===== config.mk =====
export PLATFORM = sky130hd
export DESIGN_NAME = dpsk_mod
export DESIGN_NICKNAME = d
export VERILOG_FILES = /design/src/rtl/dpsk_mod.sv
export SDC_FILE = /design/constraint.sdc
export NUM_CORES = 1
export LEC_CHECK = 0
export ABC_AREA = 1
export BUFFER_PORTS_ARGS = -buffer_cell sky130_fd_sc_hd__buf_2
export CAP_MARGIN = 20
export CORE_MARGIN = 2
export CORE_UTILIZATION = 50
export DETAILED_ROUTE_END_ITERATION = 12
export GPL_TIMING_DRIVEN = 1
export PLACE_DENSITY = 0.8
export SLEW_MARGIN = 20
export SYNTH_ARGS = -nofsm -noshare
export SYNTH_HDL_FRONTEND = slang
export SYNTH_SLANG_ARGS = --single-unit

===== constraint.sdc =====
create_clock -name clk -period 1.8 [get_ports clk]
set_clock_uncertainty 0.15 [all_clocks]
set_input_delay 0 -clock clk [delete_from_list [all_inputs] [get_ports clk]]
set_output_delay 0 -clock clk [all_outputs]
set_load 0.005 [all_outputs]

===== src/rtl/dpsk_mod.sv =====
// dpsk_mod: differential PSK modulator. Takes serial bits over a valid/ready
// handshake, differentially encodes them, and passes each carrier sample
// through unchanged (d=0) or inverted (d=1). Phase changes happen only on
// carrier-cycle boundaries, so each bit starts at carrier sample 0.
// Optional feature macro: DPSK_PREAMBLE_EN. When defined, every IDLE->RUN
// start first sends one reference bit period of plain carrier (d=0).
module dpsk_mod #(
  parameter int SAMPLES_PER_CYCLE = 20,
  parameter int CYCLES_PER_BIT    = 4
) (
  input  logic       clk,
  input  logic       rst,
  input  logic [7:0] sin_in,
  input  logic       bit_in,
  input  logic       bit_valid,
  output logic       bit_ready,
  output logic [7:0] mod_out,
  output logic       sym_strobe,
  output logic       busy
);

  localparam int PH_W = (SAMPLES_PER_CYCLE > 1) ? $clog2(SAMPLES_PER_CYCLE) : 1;
  localparam int CY_W = (CYCLES_PER_BIT > 1) ? $clog2(CYCLES_PER_BIT) : 1;
  localparam logic [PH_W-1:0] PH_LAST = PH_W'(SAMPLES_PER_CYCLE - 1);
  localparam logic [CY_W-1:0] CY_LAST = CY_W'(CYCLES_PER_BIT - 1);
  localparam logic [7:0]      MIDSCALE = 8'd128;

  typedef enum logic {
    ST_IDLE,
    ST_RUN
  } state_t;

  state_t          r_state;
  logic [PH_W-1:0] r_ph;
  logic [CY_W-1:0] r_cy;
  logic            r_d;
  logic            r_hold_bit;
  logic            r_hold_full;
  logic [7:0]      r_mod_out;
  logic            r_sym_strobe;

  logic w_ph_last;
  logic w_bit_end;
  logic w_accept;
  logic w_bit_start;

  assign w_ph_last   = (r_ph == PH_LAST);
  assign w_bit_end   = w_ph_last && (r_cy == CY_LAST);
  assign w_accept    = bit_valid && !r_hold_full;
  assign w_bit_start = (r_state == ST_RUN) && (r_ph == '0) && (r_cy == '0);

  assign bit_ready  = ~r_hold_full;
  assign busy       = (r_state == ST_RUN);
  assign mod_out    = r_mod_out;
  assign sym_strobe = r_sym_strobe;

  // Carrier phase counter (tracks the generator index) and per-bit cycle counter.
  always_ff @(posedge clk or negedge rst) begin
    if (!rst) begin
      r_ph <= '0;
      r_cy <= '0;
    end else begin
      r_ph <= w_ph_last ? '0 : r_ph + 1'b1;
      if (r_state == ST_IDLE) begin
        r_cy <= '0;
      end else if (w_ph_last) begin
        r_cy <= (r_cy == CY_LAST) ? '0 : r_cy + 1'b1;
      end
    end
  end

  // Holding register, differential state and IDLE/RUN sequencing.
  always_ff @(posedge clk or negedge rst) begin
    if (!rst) begin
      r_state     <= ST_IDLE;
      r_d         <= 1'b0;
      r_hold_bit  <= 1'b0;
      r_hold_full <= 1'b0;
    end else begin
      // Accept and load are mutually exclusive: accept needs an empty register,
      // load needs a full one.
      if (w_accept) begin
        r_hold_bit  <= bit_in;
        r_hold_full <= 1'b1;
      end
      case (r_state)
        ST_IDLE: begin
          if (w_ph_last && r_hold_full) begin
            r_state <= ST_RUN;
`ifdef DPSK_PREAMBLE_EN
            // Reference period of plain carrier; the held bit is loaded at
            // the next bit boundary and encoded against d_prev = 0.
            r_d <= 1'b0;
`else
            // d_prev is 0 in IDLE, so d_new = 0 ^ b = b.
            r_d         <= r_hold_bit;
            r_hold_full <= 1'b0;
`endif
          end
        end
        ST_RUN: begin
          if (w_bit_end) begin
            if (r_hold_full) begin
              r_d         <= r_d ^ r_hold_bit;
              r_hold_full <= 1'b0;
            end else begin
              r_state <= ST_IDLE;
              r_d     <= 1'b0;
            end
          end
        end
        default: begin
          r_state <= ST_IDLE;
          r_d     <= 1'b0;
        end
      endcase
    end
  end

  // Registered modulated sample and bit-start strobe (one cycle after sin_in).
  always_ff @(posedge clk or negedge rst) begin
    if (!rst) begin
      r_mod_out    <= MIDSCALE;
      r_sym_strobe <= 1'b0;
    end else begin
      if (r_state == ST_RUN) begin
        r_mod_out <= r_d ? ~sin_in : sin_in;
      end else begin
        r_mod_out <= MIDSCALE;
      end
      r_sym_strobe <= w_bit_start;
    end
  end

endmodule


==> summary.md <==
| Metric | Value |
|---|---|
| Share of power burned in registers | 51.1% |
| TritonRoute pass-1 iters | 4 |
| FMAX | 650 MHz |
| Tcrit/Tclk final | 85.5% |
| TritonCTS clock tree | done |
| Post-synth cell types | 20 |
| Hold Path Class | primary input to async pin |
| Total number of vias | 770 |
| H-tree Lvls | 1 |
| Fin Setup TNS | 0 ns |
| Post-synthesis sequential area ratio | 54.6% |
| Max Cap Viol | 0 |
| Cell Area, Synth | 920 um^2 |
| CP Max Fanout | 4 |
| Setup CP Type | register to register |
| CP arrival | 1.59 ns |
| Syn Inst Count | 96 |
| Routability cong. | 0.771 |
| Antenna diodes | 0 |
| Slew @ Worst Pin | 0.463 ns |
| Clock-pin slew on the worst setup and hold paths | 0.11 ns |
| Rel. slew slack | 69.1% |
| Port bufs | 22 |
| Max VDD drop | 0.416 mV |
| DRT antenna net count | 0 |
| Clk root buf | clkbuf_4 |
| Final hold viol count | 0 |
| Switching Share | 20.1% |
| Number of I/O pins | 23 |
| Routed WL | 1820 um |
| Max Slew Vio Count | 0 |
| Dpl ws | 0.414 ns |
| Vias per inst | 4.90 |
| Power share of the combinational group | 9.4% |
| Layout cells sized above 1 | 28.0% |
| Crit start category | register |
| Wire length per cell | 11.6 um |
| Sequential Area | 502 um^2 |
| Net total in the final layout | 149 |
| Smallest hold slack | 0.000203 ns |
| Clk sinks | 20 |
| Die outline height | 46.9 um |
| Footprint of the multi-input gates | 350 um^2 |
| Largest net degree at the start of global routing | 21 |
| CTS max path bufs | 2 |
| Nature of the critical path endpoint | register |
| Die area | 2200 um^2 |
| Clk_lat worst skew | 0.31 ns |
| Endpoints failing setup | 0 |
| Num CTS Buffers | 3 |
| Cell Rows | 15 |
| Effective utilization at floorplan | 53.3% |
| Synth warn | 0 |
| PD cells | 762 nW/um^2 |
| DRC | 0 |
| P&R area growth vs syn | 32.1% |
| Initial antenna violation count | 0 |
| Worst setup margin | 0.261 ns |
| GRT Resource Usage Total | 19.7% |
| # fillers | 145 |
| WP data required | 1.85 ns |
| Total congestion overflow | 0 |
| Psw | 187 uW |
| Syn Area/Cell | 9.58 um^2 |
| Post-layout min period | 1.54 ns |
| Clock share of power | 39.5% |
| Core region area | 1730 um^2 |
| Seq cells post-synth | 20 |
| Vias in the first global route | 737 |
| Global-route wire length before repair | 2950 um |
| Status | complete, no violations |
| Post-DP HPWL | 1160 um |
| Pint | 739 uW |
| Chip width | 46.9 um |
| Leakage | 0.628 nW |
| RSZ-0062 raised after global routing | false |
| First-iteration detailed-routing DRC count | 9 |
| Post-synth net total | 112 |
worst max-delay path: stages, from the launching register on:
cell and delay, ns:
dfrtp_1 0.42, inv_1 0.11, nand2_1 0.09, nor2_1 0.08, dlygate4sd3_1 0.55, a21oi_1 0.04
cells in the mapped netlist (all sizes together):
cell type	n	area (um^2)
xnor2	1	8.76
dfstp	1	26.3
xor2	1	8.76
a21oi	10	50.1
buf	2	18.8
ha	4	50.1
nand4	1	6.26
o21ai	12	60.1
nand2	14	65.1
inv	13	48.8
nand3	5	25.0
nor2	13	76.3
dfrtp	19	475
final timing paths:
check	end	depth (start not counted)	slack, ns	start
min reg2reg	r_ph[0]	1	0.35	r_ph[0]
min in group clk	mod_out[5]	3	0.25	sin_in[5]
min	r_d	2	0.0002	rst
max reg2reg	r_hold_bit	5	0.26	r_hold_full
max	r_hold_bit	5	0.26	r_hold_full
max in group asynchronous	mod_out[7]	2	1.17	rst
layout make-up:
class                           count  area share (%)
Sequential cell                    20            41.3
Clock inverter                      1            2.47
Timing Repair Buffer               34            18.9
Tap cell                           25            2.57
Clock buffer                        3            1.85
Inverter                           13            4.02
Multi-Input combinational cell     61            28.8
cell families (layout without fill, tap and decap cells):
| group | count (synthesis) | count (layout) | share of synthesized area, % |
|---|---|---|---|
| buffers and inverters | 15 | 51 | 7.35 |
| XOR/XNOR | 2 | 2 | 1.91 |
| AO/OA/AOI/OAI | 22 | 22 | 12.0 |
| AND/OR/NAND/NOR | 33 | 33 | 18.8 |
| flip-flops | 20 | 20 | 54.6 |
| adder cells (fa/ha/maj) | 4 | 4 | 5.44 |
routing by layer:
layer	wire length [um]	up-vias	GRT usage, %
met1	740	355	21.1
met3	91	8	3.85
met2	929	27	35.3
li1	-	380	-
met5	0	-	0
met4	61	0	12.2
sequential cells by signal, indices dropped and copies added, names as in the netlist:
register / flops
busy: 1
mod_out: 8
r_cy: 2
r_d: 1
r_hold_bit: 1
r_hold_full: 1
r_ph: 5
sym_strobe: 1
per-stage QoR:
| stage | instances | power, mW | utilization, % | instance area (um^2) |
|---|---|---|---|---|
| floorplan | 96 | 0.512 | - | 920 |
| global placement | 141 | 0.547 | 60.4 | 1040 |
| detailed placement | 141 | 0.549 | 60.4 | 1040 |
| CTS | 157 | 0.938 | 70.4 | 1210 |
| global route | 157 | 0.969 | 70.4 | 1210 |
| finish | 157 | 0.926 | 70.4 | 1210 |
layout by cell type (no fill, tap or decap):
cell / n
buf_2: 22
dfrtp_1: 19
dlygate4sd3_1: 12
inv_1: 11
nand2_1: 11
a21oi_1: 10
nor2_1: 8
o21ai_0: 7
nand3_1: 5
o21ai_1: 5
ha_1: 4
nor2_4: 3
clkbuf_4: 3
nand2_2: 2
inv_2: 2
nor2_2: 2
xor2_1: 1
nand2_4: 1
nand4_1: 1
xnor2_1: 1
bufinv_16: 1
dfstp_2: 1
power by group through the flow:
stage	logic (mW)	clock network [mW]	registers (mW)
global route	0.0989	0.393	0.477
global placement	0.0652	0	0.481
finish	0.0867	0.366	0.473
floorplan	0.0291	0	0.483
CTS	0.0878	0.377	0.474
detailed placement	0.0666	0	0.482
what timing repair did:
item | 4_1_cts | 5_1_grt
endpoints found under the setup margin | 0 | 0
hold buffers | 12 | 0
gates resized for setup | 0 | 0
hold endpoints to repair | 30 | 0
setup buffers | 0 | 0
Power figures use the tool's default switching activity.
